<file path="config.mk">
export PLATFORM = sky130hd
export DESIGN_NAME = uart_tx_arbiter
export DESIGN_NICKNAME = d
export VERILOG_FILES = /design/src/rtl/uart_tx_arbiter.sv
export SDC_FILE = /design/constraint.sdc
export NUM_CORES = 1
export LEC_CHECK = 0
export ABC_CLOCK_PERIOD_IN_PS = 4300
export CORE_UTILIZATION = 49
export DETAILED_ROUTE_END_ITERATION = 10
export GPL_ROUTABILITY_DRIVEN = 0
export GPL_TIMING_DRIVEN = 0
export HOLD_SLACK_MARGIN = 0.12
export PLACE_DENSITY = 0.85
export SETUP_SLACK_MARGIN = 0.15
export SLEW_MARGIN = 5
export SYNTH_ARGS = -nofsm -noshare
export SYNTH_HDL_FRONTEND = slang
export SYNTH_SLANG_ARGS = --single-unit
</file>
<file path="constraint.sdc">
create_clock -name clk -period 4.3 [get_ports clk]
set_input_delay 0.43 -clock clk [delete_from_list [all_inputs] [get_ports clk]]
set_output_delay 0.43 -clock clk [all_outputs]
set_load 0.1 [all_outputs]
</file>
<file path="src/rtl/uart_tx_arbiter.sv">
// Round-robin arbiter sharing one UART transmitter among NUM_REQ byte producers.
// Launches one byte at a time and follows the transmitter busy flag to completion.
module uart_tx_arbiter #(
    parameter int NUM_REQ        = 4,
    parameter int DATA_W         = 8,
    parameter int LAUNCH_TIMEOUT = 4096
) (
    input  logic                          clk,
    input  logic                          rst_n,
    input  logic [NUM_REQ-1:0]            req_valid,
    input  logic [NUM_REQ*DATA_W-1:0]     req_data,
    output logic [NUM_REQ-1:0]            req_ready,
    output logic                          uart_enable,
    output logic [DATA_W-1:0]             uart_data,
    input  logic                          uart_busy,
    output logic [$clog2(NUM_REQ)-1:0]    grant_id,
    output logic                          active,
    output logic                          timeout_err
);

    localparam int ID_W  = $clog2(NUM_REQ);
    localparam int CNT_W = $clog2(LAUNCH_TIMEOUT + 1);
    localparam logic [CNT_W-1:0] CNT_LAST = CNT_W'(LAUNCH_TIMEOUT - 1);

    typedef enum logic [1:0] {
        IDLE      = 2'd0,
        LAUNCH    = 2'd1,
        WAIT_DONE = 2'd2
    } state_t;

    state_t              state_q;
    logic [ID_W-1:0]     rr_ptr_q;
    logic [ID_W-1:0]     rr_ptr_d;
    logic [ID_W-1:0]     grant_id_q;
    logic [DATA_W-1:0]   uart_data_q;
    logic                uart_enable_q;
    logic                active_q;
    logic                timeout_err_q;
    logic [CNT_W-1:0]    cnt_q;

    logic [DATA_W-1:0]   lane [NUM_REQ];
    logic [NUM_REQ-1:0]  ready_vec;
    logic [ID_W-1:0]     win_idx;
    logic                win_found;
    logic [ID_W:0]       idx_ext;
    logic                grant_fire;

    // Split the packed request bus into per-requester lanes.
    for (genvar gi = 0; gi < NUM_REQ; gi++) begin : g_lane
        assign lane[gi]      = req_data[gi*DATA_W +: DATA_W];
        assign ready_vec[gi] = grant_fire && (win_idx == ID_W'(gi));
    end

    // First valid requester at or after rr_ptr, wrapping past NUM_REQ-1.
    always_comb begin
        win_found = 1'b0;
        win_idx   = '0;
        idx_ext   = '0;
        for (int k = 0; k < NUM_REQ; k++) begin
            idx_ext = {1'b0, rr_ptr_q} + (ID_W+1)'(k);
            if (idx_ext >= (ID_W+1)'(NUM_REQ)) begin
                idx_ext = idx_ext - (ID_W+1)'(NUM_REQ);
            end
            if (!win_found && req_valid[idx_ext[ID_W-1:0]]) begin
                win_found = 1'b1;
                win_idx   = idx_ext[ID_W-1:0];
            end
        end
    end

    assign grant_fire = (state_q == IDLE) && !uart_busy && win_found;

    always_comb begin
        rr_ptr_d = win_idx + ID_W'(1);
        if (win_idx == ID_W'(NUM_REQ - 1)) begin
            rr_ptr_d = '0;
        end
    end

    // The accept pulse is combinational, so hold it low while reset is asserted.
    assign req_ready   = rst_n ? ready_vec : '0;
    assign uart_enable = uart_enable_q;
    assign uart_data   = uart_data_q;
    assign grant_id    = grant_id_q;
    assign active      = active_q;
    assign timeout_err = timeout_err_q;

    always_ff @(posedge clk or negedge rst_n) begin
        if (!rst_n) begin
            state_q       <= IDLE;
            rr_ptr_q      <= '0;
            grant_id_q    <= '0;
            uart_data_q   <= '0;
            uart_enable_q <= 1'b0;
            active_q      <= 1'b0;
            timeout_err_q <= 1'b0;
            cnt_q         <= '0;
        end else begin
            timeout_err_q <= 1'b0;
            case (state_q)
                IDLE: begin
                    if (grant_fire) begin
                        uart_data_q   <= lane[win_idx];
                        grant_id_q    <= win_idx;
                        rr_ptr_q      <= rr_ptr_d;
                        uart_enable_q <= 1'b1;
                        active_q      <= 1'b1;
                        cnt_q         <= '0;
                        state_q       <= LAUNCH;
                    end
                end
                LAUNCH: begin
                    if (uart_busy) begin
                        uart_enable_q <= 1'b0;
                        cnt_q         <= '0;
                        state_q       <= WAIT_DONE;
                    end else if (cnt_q == CNT_LAST) begin
                        // Transmitter never acknowledged: drop the byte, keep data/grant_id.
                        uart_enable_q <= 1'b0;
                        timeout_err_q <= 1'b1;
                        active_q      <= 1'b0;
                        cnt_q         <= '0;
                        state_q       <= IDLE;
                    end else begin
                        cnt_q <= cnt_q + CNT_W'(1);
                    end
                end
                WAIT_DONE: begin
                    uart_enable_q <= 1'b0;
                    if (!uart_busy) begin
                        active_q <= 1'b0;
                        state_q  <= IDLE;
                    end
                end
                default: begin
                    uart_enable_q <= 1'b0;
                    active_q      <= 1'b0;
                    cnt_q         <= '0;
                    state_q       <= IDLE;
                end
            endcase
        end
    end

endmodule
</file>
* After elaboration in Yosys (flattened, before gate mapping)
Cells that the tools add are included.
** Operators by class
- Bitwise logic cells :: 2
- Add/subtract/negate cells :: 9
- Reductions and logical operators :: 20
- Equality and inequality tests :: 11
- $lt $le $gt $ge :: 9
- Mux-type cells :: 44
** Operators with widths (count)
- 2-to-1 mux 13 bit :: 3
- one-hot mux 13 bit (3 select lines) :: 1
- 2-to-1 mux 2 bit :: 13
- binary-select mux 8 bit (select 2 bit) :: 1
- 2-to-1 mux 1 bit :: 16
- 2-to-1 mux 8 bit :: 2
- adder 13 x 1 -> 13 bit (second input constant) :: 1
- == test 13 x 12 -> 1 bit (second input constant) :: 1
- greater-or-equal comparator 3 bit (second input constant) :: 4
- less-than comparator 2 x 3 -> 1 bit (second input constant) :: 4
- logical AND 1 bit :: 9
- binary-select mux 1 bit (select 2 bit) :: 4
- != test 2 bit (second input constant) :: 4
- subtractor 2 x 1 -> 2 bit (second input constant) :: 4
- adder 2 x 2 -> 3 bit (second input constant) :: 2
- == test 2 bit (second input constant) :: 3
- one-hot mux 2 bit (3 select lines) :: 1
- AND reduction 2 bit :: 3
- == test 2 x 1 -> 1 bit (second input constant) :: 2
- logical NOT 1 bit :: 4
- logical NOT 2 bit :: 2
- 2-to-1 mux 4 bit :: 1
- AND reduction 4 bit :: 1
- adder 2 x 1 -> 3 bit (second input constant) :: 1
- other kinds (8) :: 8
** Word-level totals
- Word-level logic and storage cells :: 103
- Output and inout port bits :: 17
- Bits in registers :: 30
- Input bits :: 39

* Longest topological paths before layout
Gate-level depths: netlist of the first run.
- Depth after elaboration :: 18
- Mapped depth :: 7
- Mapped depth without buffers :: 6

* Worst setup path after synthesis of the first run
No wires, ideal clock.
- Kind :: in2out
- From :: input uart_busy
- To :: output req_ready[2]
- Path slack :: -24 ps
- Buffers on the path :: 0
- Cell stages on the path :: 5
- Data required time :: 3870 ps
- Arrival time :: 3894 ps
- Cells stage by stage :: nor2_2 > nand2_2 > nor2_1 > nand2_1 > nor4_1
** On the way
- Word-level cells in the longest chain between the ends :: 5
** RTL lines
- start: declaration :: RTL line 15 : input logic uart_busy,
- logical NOT 1 bit
- logical AND 1 bit (2 in series) :: RTL line 71 : assign grant_fire = (state_q == IDLE) && !uart_busy && win_found;
- logical AND 1 bit :: RTL line 51 : assign ready_vec[gi] = grant_fire && (win_idx == ID_W'(gi));
- 2-to-1 mux 4 bit :: RTL line 81 : assign req_ready = rst_n ? ready_vec : '0;
- end: declaration :: RTL line 12 : output logic [NUM_REQ-1:0] req_ready,
Every way passes these cells.

* Worst setup path in the final report of the first run
- From :: input req_valid[1]
- To :: output req_ready[0]
** On the way
- Word-level cells in the longest chain between the ends :: 15
- Elaborated cells between the ends (all ways) :: 26
- Those cells by class :: 17 x mux; 9 x reduce/logical
** RTL lines
- start: declaration :: RTL line 10 : input logic [NUM_REQ-1:0] req_valid,
- binary-select mux 1 bit (select 2 bit) :: RTL line 64 : if (!win_found && req_valid[idx_ext[ID_W-1:0]]) begin
- 2-to-1 mux 1 bit (not written as such) :: RTL line 64
- 2-to-1 mux 1 bit :: RTL line 64
- logical NOT 1 bit :: RTL line 64
- logical AND 1 bit :: RTL line 64
- 2-to-1 mux 1 bit :: RTL line 64
- logical NOT 1 bit :: RTL line 64
- logical AND 1 bit :: RTL line 64
- 2-to-1 mux 1 bit :: RTL line 64
- logical NOT 1 bit :: RTL line 64
- logical AND 1 bit :: RTL line 64
- 2-to-1 mux 2 bit or 2-to-1 mux 1 bit (tied branches) :: RTL line 64
- logical NOT 2 bit or logical AND 1 bit (tied branches) :: RTL line 51, 71
- logical AND 1 bit (*) :: RTL line 51
- 2-to-1 mux 4 bit (*) :: RTL line 81
Every way passes the cells marked *; elsewhere a longest branch is shown, timed or not. The select of a mux whose other input is x is not followed.

==> metrics, run 1 <==
FMAX=277 MHz; Via density=5.46; number of distinct library cells after synthesis=43; Synth Area in Adders=0.737%; vias in the first global route=1,430; pwr/cell area=681 nW/um2; Worst Setup Start Kind=input pin; synthesis-to-layout area growth=40.5%; TritonRoute pass-1 iters=4; I/O Buffers=55; clk_skew=4.14 ps; cell accounting for the most synthesized area=dfrtp_1; DP Worst Slack=681 ps; pin count of the biggest net entering global routing=33; die area=3700 um2; # IOs=56; Core ar.=3340 um2; Nets=281; synthesized area per cell=9.49 um2; Ys Warns=0; Crit path required time=3870 ps; fraction of registers with async set/reset=100%; Routed Antenna Nets=0; post_cts resized=0; top post-synthesis cells by area=dfrtp_1 (44%), mux2i_1 (11%), nand2_1 (6.2%); top sig layer=met4; max-slew violations=0; most numerous cell in the Yosys netlist=dfrtp_1; Post-CTS Setup Repair Bufs=0; layout cell share with drive strength beyond 1=12.0%; final period utilization=84.1%; critical path class=in -> out; die width=60.9 um; area of the multi-input gates=871 um2; placed cell count=280; Yosys top cell area share=44.2%; post-synthesis mux area share=10.6%; min Tclk post-route=3610 ps; CP Launch Point=req_valid[1]; cell area after synthesis=1700 um2; EDFF count, synth=0; clk slew on worst S/H paths=90 ps; wirelength, routed=3.95 mm; largest family of logic cells by synthesized area=simple AND/OR/NAND/NOR gates; critical path arrival=3180 ps; status=finished clean; met1 WL=1.83 mm; clock root buffer=clkbuf_4; Post-synth top flop=dfrtp_1; global-route wire length before repair=6.36 mm; gr ovfl total=0; Max-Cap Viols=0; Final Hold Viols=0; Worst-Skew Late Latency=340 ps; worst rel slew slack=32.9%; Net Count, Synth=219; nature of the critical path endpoint=output pin; post-synthesis sequential area ratio=44.2%; DP HPWL=2.96 mm; Post-Layout Cell Count=288; initial antenna violation count=0; post-synthesis xor/xnor area fraction=1.03%; Die H=60.9 um; DR WL/cell=13.7 um; worst hold path type=in -> async; total track usage=23.6%; compound-cell area share of the yosys netlist=18.3%; Num CTS Buffers=5; synthesized instance count=179; critical path fanouts, max=10; Simple-Gate Fraction of Synth Area=20.2%; post-layout power=1.62 mW; WL met3=141 um; sequential standard cell area=751 um2; # hold bufs at CTS=0; CTS tree=yes; RSZ-0062 raised after global routing=no; DR vias=1,573; static leakage=1.04 nW; H-tree Lvls=2; clk sinks=30; Max clock buf depth=2; antenna fix cells=0; top post-synthesis cells by count=dfrtp_1 (30), nand2_1 (28), mux2i_1 (18); row count=21; TNS Setup=0 ps; Peak VDD IR=0.571 mV; reg2reg start=cnt_q[0]; setup violators final=0; Worst-Margin Slew=1000 ps; synthesized flop and latch total=30; DRT iter0 DRCs=41; metal2 WL=1.90 mm; DRC=0; Final WS setup=685 ps; initial core utilization=50.9%; Fillers=284
final timing paths:
check | end | slack, ps | cells after the start
worst max-delay path | req_ready[0] | 690 | 7
worst min-delay path | cnt_q[8] | 120 | 1
worst max register to register | cnt_q[6] | 2550 | 7
worst min register to register | grant_id[1] | 490 | 2
max in group asynchronous | uart_data[4] | 3750 | 1
min in group clk | grant_id[1] | 490 | 2
where the power goes:
group / internal [mW] / switching (mW) / total (mW)
combinational: 0.297 / 0.690 / 0.987
clock: 0.120 / 0.102 / 0.222
sequential: 0.363 / 0.0517 / 0.415
total: 0.780 / 0.844 / 1.62
per-stage QoR:
step | utilization, % | area (um2) | hold WS (ps)
after floorplan | - | 1700 | 134
after global placement | 69.3 | 2310 | 462
after detailed placement | 69.1 | 2310 | 465
after CTS | 71.5 | 2380 | 136
after global routing | 71.5 | 2380 | 169
final | 71.5 | 2380 | 121
state kept, by name (all words and copies together) (netlist names):
register / count
cnt_q: 13
uart_data: 8
grant_id: 2
timeout_err: 1
uart_enable: 1
active: 1
rr_ptr_q: 2
state_q: 2
final cells by class:
cell class / instances / share of cell area [%]
inverters: 5 / 0.787
plain buffers: 8 / 2.68
multi-input cells: 136 / 36.5
well taps: 46 / 2.41
repair buffers: 55 / 22.9
flip-flops and latches: 30 / 31.5
clock inverters: 3 / 1.68
clock buffers: 5 / 1.57
worst max-delay path, stage by stage:
cell	delay, ps
clkdlybuf4s50_1	540
nor2b_1	80
a211oi_1	420
nor2_1	100
buf_2	230
nor3_1	200
clkdlybuf4s50_1	1170
metal layers:
| layer | track usage (%) | vias to the layer above |
|---|---|---|
| met4 | 10.7 | 0 |
| met3 | 2.77 | 7 |
| met5 | 0 | - |
| met1 | 32.4 | 752 |
| met2 | 37.7 | 35 |
| li1 | - | 779 |
cell families (layout without fill, tap and decap cells):
| kind of cell | count (synthesis) | count (layout) |
|---|---|---|
| compound gates | 46 | 46 |
| xor+xnor | 2 | 2 |
| fa+ha+maj | 1 | 1 |
| buf+inv | 13 | 76 |
| flops | 30 | 30 |
| mux | 18 | 18 |
| simple gates | 69 | 69 |
cells in the final DEF, fill, tap and decap left out, types with 2 or more instances in the layout:
| cell | synthesis | layout |
|---|---|---|
| nand2_2 | 2 | 2 |
| nand2b_1 | 2 | 2 |
| buf_4 | 3 | 3 |
| nand3_1 | 10 | 10 |
| clkdlybuf4s50_1 | 0 | 54 |
| a21o_1 | 2 | 2 |
| buf_2 | 3 | 4 |
| nor3_1 | 3 | 3 |
| clkinv_2 | 0 | 2 |
| clkbuf_4 | 0 | 5 |
| a31oi_1 | 4 | 4 |
| a21oi_1 | 8 | 8 |
| mux2i_1 | 18 | 18 |
| nor2_1 | 10 | 10 |
| nand2_1 | 28 | 28 |
| inv_1 | 5 | 5 |
| a21oi_2 | 3 | 3 |
| o21ai_1 | 2 | 2 |
| a22o_1 | 2 | 2 |
| nor2b_1 | 3 | 3 |
| o21ai_0 | 10 | 10 |
| o221ai_1 | 8 | 8 |
| dfrtp_1 | 30 | 30 |
(Power assumes the default switching activity.)
==> run 2: changes to the inputs <==
--- a/config.mk
+++ b/config.mk
@@ -5,13 +5,13 @@
 export SDC_FILE = /design/constraint.sdc
 export NUM_CORES = 1
 export LEC_CHECK = 0
-export ABC_CLOCK_PERIOD_IN_PS = 4300
-export CORE_UTILIZATION = 49
+export ABC_CLOCK_PERIOD_IN_PS = 3500
+export CORE_UTILIZATION = 46
 export DETAILED_ROUTE_END_ITERATION = 10
 export GPL_ROUTABILITY_DRIVEN = 0
 export GPL_TIMING_DRIVEN = 0
 export HOLD_SLACK_MARGIN = 0.12
-export PLACE_DENSITY = 0.85
+export PLACE_DENSITY = 0.8
 export SETUP_SLACK_MARGIN = 0.15
 export SLEW_MARGIN = 5
 export SYNTH_ARGS = -nofsm -noshare
==> constraint.sdc (replaced) <==
create_clock -name clk -period 3.5 [get_ports clk]
set_input_delay 0.35 -clock clk [delete_from_list [all_inputs] [get_ports clk]]
set_output_delay 0.35 -clock clk [all_outputs]
set_load 0.1 [all_outputs]
==> run 2 against run 1 <==
Clock-buffer cell count increased by 3. Sequential share of layout area decreased by 0.46 points. Cell area grew 1.5%. Sequential cell count is the same. Critical path depth unchanged. Critical endpoint is now req_ready[1].
==> metrics, run 2 (synthesis results as in run 1) <==
pwr/cell area=850 nW/um2; layout cell share with drive strength beyond 1=13.2%; antenna fix cells=0; clk slew on worst S/H paths=60 ps; global-route wire length before repair=7.27 mm; Crit path required time=3150 ps; TritonRoute pass-1 iters=4; post-layout power=2.06 mW; RSZ-0062 raised after global routing=no; CP max stage delay=880 ps; setup violators final=0; Fillers=293; commonest cells after routing, fill and taps aside=clkdlybuf4s50_1 (50), dfrtp_1 (30), nand2_1 (28); sequential standard cell area=751 um2; area of the multi-input gates=881 um2; WHS=111 ps; DR WL/cell=14.2 um; clk sinks=30; Biggest register=cnt_q; Worst Setup Start Kind=input pin; status=finished clean; Via density=5.44; initial core utilization=49.3%; Crit path top cell by count=nor2_1; Max-Cap Viols=0; DP HPWL=3.05 mm; # IOs=56; wirelength, routed=4.09 mm; Final Hold Viols=0; max-slew violations=0; CP Launch Point=req_valid[1]; placed inst area=2320 um2; synthesis-to-layout area growth=42.5%; static leakage=1.07 nW; reg2reg start=rr_ptr_q[1]; number of flip-flops in the largest register=13; final period utilization=91.2%; total track usage=23.4%; CTS tree=yes; Worst-Margin Slew=1010 ps; nature of the critical path endpoint=output pin; worst rel slew slack=32.8%; CP top delay family=buffers and inverters; Final WS setup=309 ps; critical path fanouts, max=10; H-tree Lvls=2; initial antenna violation count=0; die area=3940 um2; clock root buffer=clkbuf_8; DR vias=1,568; DRT iter0 DRCs=76; pin count of the biggest net entering global routing=33; Core ar.=3440 um2; I/O Buffers=55; Nets=281; critical path class=in -> out; Routed Antenna Nets=0; Num CTS Buffers=5; critical path arrival=2840 ps; most common cell after layout, fill and taps aside=clkdlybuf4s50_1; die width=62.8 um; gr ovfl total=0; # hold bufs at CTS=0; Finished Cell Area=2420 um2; Die H=62.8 um; DP Worst Slack=-22.9 ps; FMAX=313 MHz; vias in the first global route=1,546; worst hold path type=in -> async; Slowest cell on crit path=dlygate4sd2_1; clk_skew=5.92 ps; Worst-Skew Late Latency=280 ps; crit path buf inv count=3; row count=21; Max clock buf depth=2; post-layout util=70.3%; min Tclk post-route=3190 ps; Post-CTS Setup Repair Bufs=0; Peak VDD IR=0.612 mV; crit-path cells=clkdlybuf4s50_1 > nor2b_1 > a211oi_1 > nor2_1 > buf_2 > nor2_1 > dlygate4sd2_1; DRC=0
-- run 2: per-layer routing --
layer	part of all wire (%)	track usage, %	wire, um
met1	46	30.6	1870
met2	50	38.7	2050
met3	2.3	3.83	96
met4	1.8	8.72	74
met5	0	0	0
-- run 2: worst paths after layout --
check | to | slack [ps] | depth (start not counted)
max | req_ready[1] | 310 | 7
min | cnt_q[3] | 110 | 1
max reg2reg | uart_data[6] | 1690 | 6
min reg2reg | grant_id[1] | 480 | 2
max in group asynchronous | cnt_q[10] | 2950 | 1
min in group clk | grant_id[1] | 480 | 2
-- run 2: cell type report --
class                      count  share of cell area, %
buffer                         8                   2.64
clock buffer                   8                   4.55
inverter                       5                  0.776
multi-input combinational    136                   36.4
sequential                    30                   31.0
tap                           46                   2.38
timing repair buffer          55                   22.2
-- run 2: per-stage QoR --
stage	setup TNS (ps)	std cells
finish	0	288
global route	0	288
CTS	0	288
detailed placement	-22.9	280
global placement	-1140	280
floorplan	0	179
-- run 2: what timing repair did --
item | CTS | global route
endpoints found under the setup margin | 4 | 2
resized for setup | 4 | 3
pin swaps | 0 | 0
-- run 2: power by group --
part / total, mW / leakage, nW / switching [mW] / internal, mW
clock: 0.328 / 0.0575 / 0.130 / 0.198
sequential: 0.508 / 0.391 / 0.0615 / 0.447
combinational: 1.22 / 0.619 / 0.857 / 0.363
